**config.mk**
```make
export PLATFORM = sky130hd
export DESIGN_NAME = troco_dispenser
export DESIGN_NICKNAME = d
export VERILOG_FILES = /design/src/rtl/troco_dispenser.sv
export SDC_FILE = /design/constraint.sdc
export NUM_CORES = 1
export LEC_CHECK = 0
export ABC_AREA = 0
export CORE_ASPECT_RATIO = 0.9
export CORE_MARGIN = 3
export CORE_UTILIZATION = 55
export CTS_CLUSTER_SIZE = 24
export DETAILED_ROUTE_END_ITERATION = 12
export GPL_TIMING_DRIVEN = 0
export PLACE_DENSITY = 0.85
export REMOVE_ABC_BUFFERS = 1
export SLEW_MARGIN = 30
export SYNTH_ARGS = -nofsm -noshare
export SYNTH_HDL_FRONTEND = slang
export SYNTH_SLANG_ARGS = --single-unit
```
**constraint.sdc**
```tcl
create_clock -name clk -period 4.9 [get_ports clk]
set_input_delay 1.47 -clock clk [delete_from_list [all_inputs] [get_ports clk]]
set_output_delay 1.47 -clock clk [all_outputs]
set_load 0.1 [all_outputs]
```
**src/rtl/troco_dispenser.sv**
```systemverilog
// Change-return engine: pays a requested amount back as a greedy sequence of 25/10/5 coins,
// one coin per release handshake, while tracking per-denomination inventory.
module troco_dispenser #(
    parameter int unsigned AMT_W    = 7,
    parameter int unsigned CNT_W    = 4,
    parameter int unsigned INIT_N5  = 8,
    parameter int unsigned INIT_N10 = 8,
    parameter int unsigned INIT_N25 = 4
) (
    input  logic             clk,
    input  logic             rst,
    input  logic             req_valid,
    input  logic [AMT_W-1:0] req_amount,
    output logic             req_ready,
    output logic [1:0]       coin_out,
    output logic             coin_valid,
    input  logic             coin_ack,
    output logic             done,
    output logic             fail,
    output logic [AMT_W-1:0] remaining,
    input  logic             refill,
    output logic [CNT_W-1:0] n5,
    output logic [CNT_W-1:0] n10,
    output logic [CNT_W-1:0] n25
);

    localparam logic [1:0] CoinNone = 2'b00;
    localparam logic [1:0] Coin5    = 2'b01;
    localparam logic [1:0] Coin10   = 2'b10;
    localparam logic [1:0] Coin25   = 2'b11;

    localparam logic [AMT_W-1:0] Val5  = AMT_W'(5);
    localparam logic [AMT_W-1:0] Val10 = AMT_W'(10);
    localparam logic [AMT_W-1:0] Val25 = AMT_W'(25);

    localparam logic [CNT_W-1:0] Init5  = CNT_W'(INIT_N5);
    localparam logic [CNT_W-1:0] Init10 = CNT_W'(INIT_N10);
    localparam logic [CNT_W-1:0] Init25 = CNT_W'(INIT_N25);
    localparam logic [CNT_W-1:0] One    = CNT_W'(1);

    typedef enum logic [2:0] {StIdle, StSelect, StDispense, StDone, StFail} state_e;

    state_e           state_q;
    logic [AMT_W-1:0] remaining_q;
    logic [1:0]       coin_q;
    logic             coin_valid_q;
    logic             done_q;
    logic             fail_q;
    logic [CNT_W-1:0] n5_q;
    logic [CNT_W-1:0] n10_q;
    logic [CNT_W-1:0] n25_q;

    logic [1:0]       pick;
    logic [AMT_W-1:0] coin_val;
    logic             not_mult5;

    // Greedy denomination choice; only consulted once remaining is a nonzero multiple of 5,
    // so a 5-coin never exceeds the residue.
    always_comb begin
        pick = CoinNone;
        if (remaining_q >= Val25 && n25_q != '0) begin
            pick = Coin25;
        end else if (remaining_q >= Val10 && n10_q != '0) begin
            pick = Coin10;
        end else if (n5_q != '0) begin
            pick = Coin5;
        end
    end

    // Value of the coin currently presented to the release mechanism.
    always_comb begin
        coin_val = '0;
        case (coin_q)
            Coin5:   coin_val = Val5;
            Coin10:  coin_val = Val10;
            Coin25:  coin_val = Val25;
            default: coin_val = '0;
        endcase
    end

    assign not_mult5 = (remaining_q % Val5) != '0;

    // Main FSM with registered outputs and inventory counters.
    always_ff @(posedge clk) begin
        if (rst) begin
            state_q      <= StIdle;
            remaining_q  <= '0;
            coin_q       <= CoinNone;
            coin_valid_q <= 1'b0;
            done_q       <= 1'b0;
            fail_q       <= 1'b0;
            n5_q         <= Init5;
            n10_q        <= Init10;
            n25_q        <= Init25;
        end else begin
            case (state_q)
                StIdle: begin
                    // Refill and a new request may coincide; SELECT then sees the full counts.
                    if (refill) begin
                        n5_q  <= Init5;
                        n10_q <= Init10;
                        n25_q <= Init25;
                    end
                    if (req_valid) begin
                        remaining_q <= req_amount;
                        state_q     <= StSelect;
                    end
                end
                StSelect: begin
                    if (remaining_q == '0) begin
                        done_q  <= 1'b1;
                        state_q <= StDone;
                    end else if (not_mult5 || pick == CoinNone) begin
                        fail_q  <= 1'b1;
                        state_q <= StFail;
                    end else begin
                        coin_q       <= pick;
                        coin_valid_q <= 1'b1;
                        state_q      <= StDispense;
                    end
                end
                StDispense: begin
                    if (coin_ack) begin
                        remaining_q <= remaining_q - coin_val;
                        case (coin_q)
                            Coin5:   n5_q  <= n5_q - One;
                            Coin10:  n10_q <= n10_q - One;
                            Coin25:  n25_q <= n25_q - One;
                            default: ;
                        endcase
                        coin_q       <= CoinNone;
                        coin_valid_q <= 1'b0;
                        state_q      <= StSelect;
                    end
                end
                StDone: begin
                    done_q  <= 1'b0;
                    state_q <= StIdle;
                end
                StFail: begin
                    fail_q  <= 1'b0;
                    state_q <= StIdle;
                end
                default: state_q <= StIdle;
            endcase
        end
    end

    assign req_ready  = (state_q == StIdle);
    assign coin_out   = coin_q;
    assign coin_valid = coin_valid_q;
    assign done       = done_q;
    assign fail       = fail_q;
    assign remaining  = remaining_q;
    assign n5         = n5_q;
    assign n10        = n10_q;
    assign n25        = n25_q;

endmodule

```
==> results.json, run 1 <==
{
  "outcome": "complete, no violations",
  "die_h_um": 59.9,
  "wl_per_cell_um": 13.4,
  "coreArea_sq_um": 2910,
  "yosys.area.top_type_share": 0.305,
  "vias": 1697,
  "clk_latency_ns": 0.33,
  "synth_seq_cells": 27,
  "num_antenna_cells": 0,
  "gp_congestion": 0.857,
  "cts_tree": "built",
  "area_growth_pct": 21.6,
  "cp_cell_sequence": "or2_2 > nor2_1 > clkdlybuf4s50_1",
  "dp.cells": 295,
  "synth_cell_type_count": 46,
  "async_flop_share": 0,
  "placed_area_sq_um": 2130,
  "crit_start": "state_q[0]",
  "postLayoutSetupSlackWorst_ns": 1.03,
  "fin_setup_tns_ns": 0,
  "cts.clk_slew.worst_paths_ns": 0.15,
  "rows": 18,
  "cp_num_buf_inv": 1,
  "hold_violations": 0,
  "syn-cell-area_sq_um": 1770,
  "power_density_nw_per_um2": 475,
  "tightest_slew_ns": 0.995,
  "max_cap_violations": 0,
  "grt_max_degree": 23,
  "cts_sinks": 27,
  "routed_wl_mm": 4.00,
  "yosysTopAreaCell": "dfxtp_1",
  "crit_slowest_cell": "clkdlybuf4s50_1",
  "clockBufferDepth": 2,
  "finalSetupViolCount": 0,
  "synth_top_cells_by_area": "dfxtp_1 (30%), nor2_1 (7.6%), ha_1 (6.3%), xnor2_1 (4.9%), nand2_1 (4.7%)",
  "cts_setup_buffers": 0,
  "synth_flop_cell": "dfxtp_1",
  "holdCritPathClass": "reg2reg",
  "relSlewSlack": 0.334,
  "io_pins": 37,
  "period_share": 0.789,
  "synth-edff-count": 0,
  "drcViolationCount": 0,
  "grt_pass1_vias": 1576,
  "ff2ff_path_depth": 7,
  "postRouteAntennaNets": 0,
  "min_period_ns": 3.87,
  "grt-ovfl-total": 0,
  "r2r_end": "coin_valid",
  "cts_root_buf": "clkbuf_4",
  "cpPeakStageDelay_ns": 1.17,
  "worstPathRequired_ns": 3.43,
  "end_kind": "output port",
  "drt_first_pass_iters": 4,
  "max_freq_mhz": 259,
  "rsz0062_at_grt": "no",
  "arrival_ns": 2.40,
  "nets": 282,
  "final_util": 0.742,
  "viasPerCell": 5.68,
  "grt_antenna_before_repair": 0,
  "die-area_sq_um": 3940,
  "preCtsSetupSlack_ns": 1.42,
  "initial_utilization": 0.611,
  "drive_above_1_share": 0.0579,
  "crit_type": "reg2out",
  "final-max-slew-violation-count": 0,
  "synth_warnings": 0,
  "fillers": 224,
  "crit_path_end": "req_ready",
  "drt_iter0_markers": 106,
  "netlist_instances": 230,
  "die_w_um": 65.9,
  "io_buffers": 36,
  "irDropWorstVdd_uv": 307,
  "r2r_start": "remaining[6]",
  "cp_max_fo": 4,
  "grt_pass1_wl_mm": 6.89,
  "stdcell_area_sq_um": 2160,
  "post-dp-hpwl_mm": 3.05,
  "htreeDepth": 1,
  "cp_num_cells": 3,
  "cts_hold_buffers": 0,
  "critPathLaunchType": "register",
  "fin_worst_skew_ns": 0.0124,
  "fin_cells": 299,
  "yosysSeqAreaShare": 0.305,
  "syn_area_per_cell_sq_um": 7.71,
  "r2r_slack_ns": 2.46,
  "grt_use_total": 0.221,
  "cts_buffers": 3,
  "post_cts_resized": 0,
  "leakage_nw": 0.794,
  "cp_top_family": "buffers and inverters"
}
-- layout by cell type (no fill, tap or decap), drive strengths merged, types with 2 or more instances in the layout --
cell	n
nor2	36
nand2	22
mux2i	2
nor4b	2
nand3	4
inv	14
clkbuf	3
nor3	9
a22oi	5
a31oi	4
or3	2
o21ai	10
a211oi	6
nor4	4
clkdlybuf4s50	36
a21oi	15
nand2b	6
xnor2	10
nor2b	8
a21o	2
ha	9
dfxtp	27
o211ai	2
and3	4
-- worst min-delay path by stage --
stage / startpoint / slack (ns) / cells after the start / end
floorplan: state_q[2] / 0.53 / 3 / fail
global placement: fail / 0.45 / 2 / fail
global route: fail / 0.51 / 2 / fail
CTS: fail / 0.47 / 2 / fail
detailed placement: fail / 0.45 / 2 / fail
finish: fail / 0.47 / 2 / fail
-- cell type report --
type                            instances  area [sq um]  area share
Clock inverter                          1          5.00     0.00232
Tap cell                               40          50.0      0.0232
Clock buffer                            3          22.5      0.0104
Inverter                               14          52.6      0.0244
Multi-Input combinational cell        178          1130       0.522
Sequential cell                        27           541       0.251
Timing Repair Buffer                   36           360       0.167
-- worst register-to-register path, delay by kind of cell (launching register included) --
family / cells / cell delay (ns)
compound gates: 3 / 1.11
flops: 1 / 0.56
simple gates: 4 / 0.67
-- state kept, by name (all words and copies together) (netlist names) --
register and count:
remaining 7, n10 4, n25 4, n5 4, state_q 3, coin_out 2
coin_valid 1, done 1, fail 1
-- power by group --
group	switching (W)	internal (W)	total, W	leakage [nW]
clock	0.0000670	0.0000307	0.0000977	0.0177
sequential	0.0000530	0.000253	0.000306	0.221
combinational	0.000428	0.000193	0.000621	0.556
-- cells in the mapped netlist, drive strengths merged (2+ instances only) --
master / number
a22oi: 5
nor4b: 2
o211ai: 2
dfxtp: 27
mux2i: 2
inv: 14
nor4: 4
nand2b: 6
nand2: 22
buf: 4
a21o: 2
o21ai: 10
or3: 2
a211oi: 6
ha: 9
a31oi: 4
nor2: 36
clkbuf: 7
nand3: 4
and3: 4
nor2b: 8
xnor2: 10
nor3: 9
a21oi: 15
-- metal layers --
metal / vias up / routed length, um / global-route usage
met2: 23 / 1930 / 0.384
met4: 0 / 24 / 0.0355
met1: 797 / 1920 / 0.289
li1: 873 / - / -
met5: - / 0 / 0
met3: 4 / 128 / 0.0414
-- logic make-up after synthesis --
logic type / after synthesis / share of synthesized area
AO/OA/AOI/OAI: 54 / 0.207
XOR/XNOR: 10 / 0.0494
adder cells (fa/ha/maj): 10 / 0.0748
buffers and inverters: 25 / 0.0628
flip-flops: 27 / 0.305
multiplexers: 2 / 0.0113
AND/OR/NAND/NOR: 102 / 0.290
-- metrics by stage --
stage                     total power, W  hold WS [ns]
after floorplan                 0.000792         0.532
after global placement          0.000919         0.446
after detailed placement        0.000929         0.455
after CTS                        0.00103         0.474
after global routing             0.00109         0.509
final                            0.00103         0.472
Note: power is estimated with default switching activity, not from simulation.
==> inputs of run 2 (changes only) <==
CORE_UTILIZATION = 51   (was 55)
PLACE_DENSITY = 0.8   (was 0.85)
clock period = 3.8 ns   (was 4.9 ns; I/O delays follow)
==> results.json, run 2 (synthesis gave the netlist of run 1 again) <==
{
  "irDropWorstVdd_uv": 367,
  "end_kind": "output port",
  "cts_buffers": 3,
  "largest_register_ffs": 7,
  "initial_utilization": 0.557,
  "outcome": "complete, no violations",
  "p_clk_frac": 0.121,
  "coreArea_sq_um": 3190,
  "critPathLaunchType": "register",
  "final-max-slew-violation-count": 0,
  "fin_worst_skew_ns": 0.00372,
  "die-area_sq_um": 4220,
  "grt_max_degree": 23,
  "multi_input_area_sq_um": 1130,
  "cts_sinks": 27,
  "cts.clk_slew.worst_paths_ns": 0.09,
  "die_w_um": 68.2,
  "cts_root_buf": "clkbuf_8",
  "clockBufferDepth": 2,
  "combinationalPowerShare": 0.586,
  "pwr-share-seq": 0.293,
  "viasPerCell": 5.60,
  "nets": 282,
  "crit_type": "reg2out",
  "ff_latch_area_sq_um": 541,
  "rsz0062_at_grt": "no",
  "wl_per_cell_um": 13.1,
  "num_antenna_cells": 0,
  "cp_max_fo": 4,
  "drive_above_1_share": 0.0579,
  "stdcell_area_sq_um": 2180,
  "fillers": 290,
  "post_cts_resized": 0,
  "tightest_slew_ns": 0.983,
  "routed_wl_mm": 3.94,
  "cts_setup_buffers": 0,
  "io_pins": 37,
  "relSlewSlack": 0.343,
  "cts_tree": "built",
  "p_int_w": 0.000649,
  "post-dp-hpwl_mm": 3.04,
  "clk_latency_ns": 0.27,
  "drt-met1-wl_mm": 1.86,
  "postRouteAntennaNets": 0,
  "route.met3.wl_um": 199,
  "hold_violations": 0,
  "max_cap_violations": 0,
  "finalPower_w": 0.00136,
  "min_period_ns": 3.44,
  "grt_antenna_before_repair": 0,
  "area_growth_pct": 22.8,
  "layout_common_cells": "nor2_1 (36), clkdlybuf4s50_1 (36), dfxtp_1 (27)",
  "vias": 1687,
  "leakage_nw": 0.802,
  "placed_area_sq_um": 2130,
  "fin_setup_tns_ns": 0,
  "period_share": 0.905,
  "holdCritPathClass": "reg2reg",
  "drcViolationCount": 0,
  "max_freq_mhz": 291,
  "switchingPower_w": 0.000706,
  "htreeDepth": 1,
  "grt_use_total": 0.210,
  "gp_congestion": 0.836,
  "grt_pass1_wl_mm": 6.81,
  "drt_first_pass_iters": 5,
  "die_h_um": 62.0,
  "swShare": 0.521,
  "wl_met2_mm": 1.86,
  "io_buffers": 36,
  "power_density_nw_per_um2": 622,
  "drt_iter0_markers": 134,
  "hold_ws_ns": 0.477,
  "rows": 19,
  "grt-ovfl-total": 0,
  "top_layer": "met4",
  "worstPathRequired_ns": 2.66,
  "grt_pass1_vias": 1542,
  "arrival_ns": 2.30,
  "finalSetupViolCount": 0,
  "cts_hold_buffers": 0
}
run 2: critical path: stages, from the launching register on:
cell	delay (ns)
dfxtp_1	0.34
or2_2	0.33
nor2_1	0.18
clkdlybuf4s50_1	1.18
run 2: layer usage:
metal / track usage / vias to the layer above
met1: 0.295 / 785
met4: 0.0368 / 0
met2: 0.339 / 43
met5: 0 / -
met3: 0.0414 / 2
li1: - / 857
run 2: power groups by stage:
| stage | clock [W] | sequential [W] | combinational, W |
|---|---|---|---|
| global route | 0.000177 | 0.000407 | 0.000862 |
| finish | 0.000164 | 0.000397 | 0.000795 |
| detailed placement | 0 | 0.000403 | 0.000794 |
| floorplan | 0 | 0.000661 | 0.000361 |
| global placement | 0 | 0.000401 | 0.000786 |
| CTS | 0.000166 | 0.000396 | 0.000797 |
run 2: layout make-up:
class                   count  share of cell area
inverters                  14              0.0241
well taps                  42              0.0241
repair buffers             36               0.165
multi-input cells         178               0.517
clock buffers               3              0.0190
flip-flops and latches     27               0.248
clock inverters             1             0.00230
run 2: final timing paths:
| path | from | to | slack, ns | depth (start not counted) |
|---|---|---|---|---|
| worst max-delay path | state_q[0] | req_ready | 0.36 | 3 |
| worst min-delay path | fail | fail | 0.48 | 2 |
| worst max register to register | remaining[6] | coin_valid | 1.36 | 7 |
| worst min register to register | fail | fail | 0.48 | 2 |
run 2: per-stage QoR:
| stage | std cells | util | setup WS, ns |
|---|---|---|---|
| 6_report | 301 | 0.684 | 0.359 |
| 5_1_grt | 301 | 0.684 | 0.280 |
| 4_1_cts | 301 | 0.684 | 0.359 |
| 3_5_place_dp | 297 | 0.669 | 0.667 |
| 3_3_place_gp | 297 | 0.668 | 0.552 |
| 2_1_floorplan | 219 | - | 0.729 |
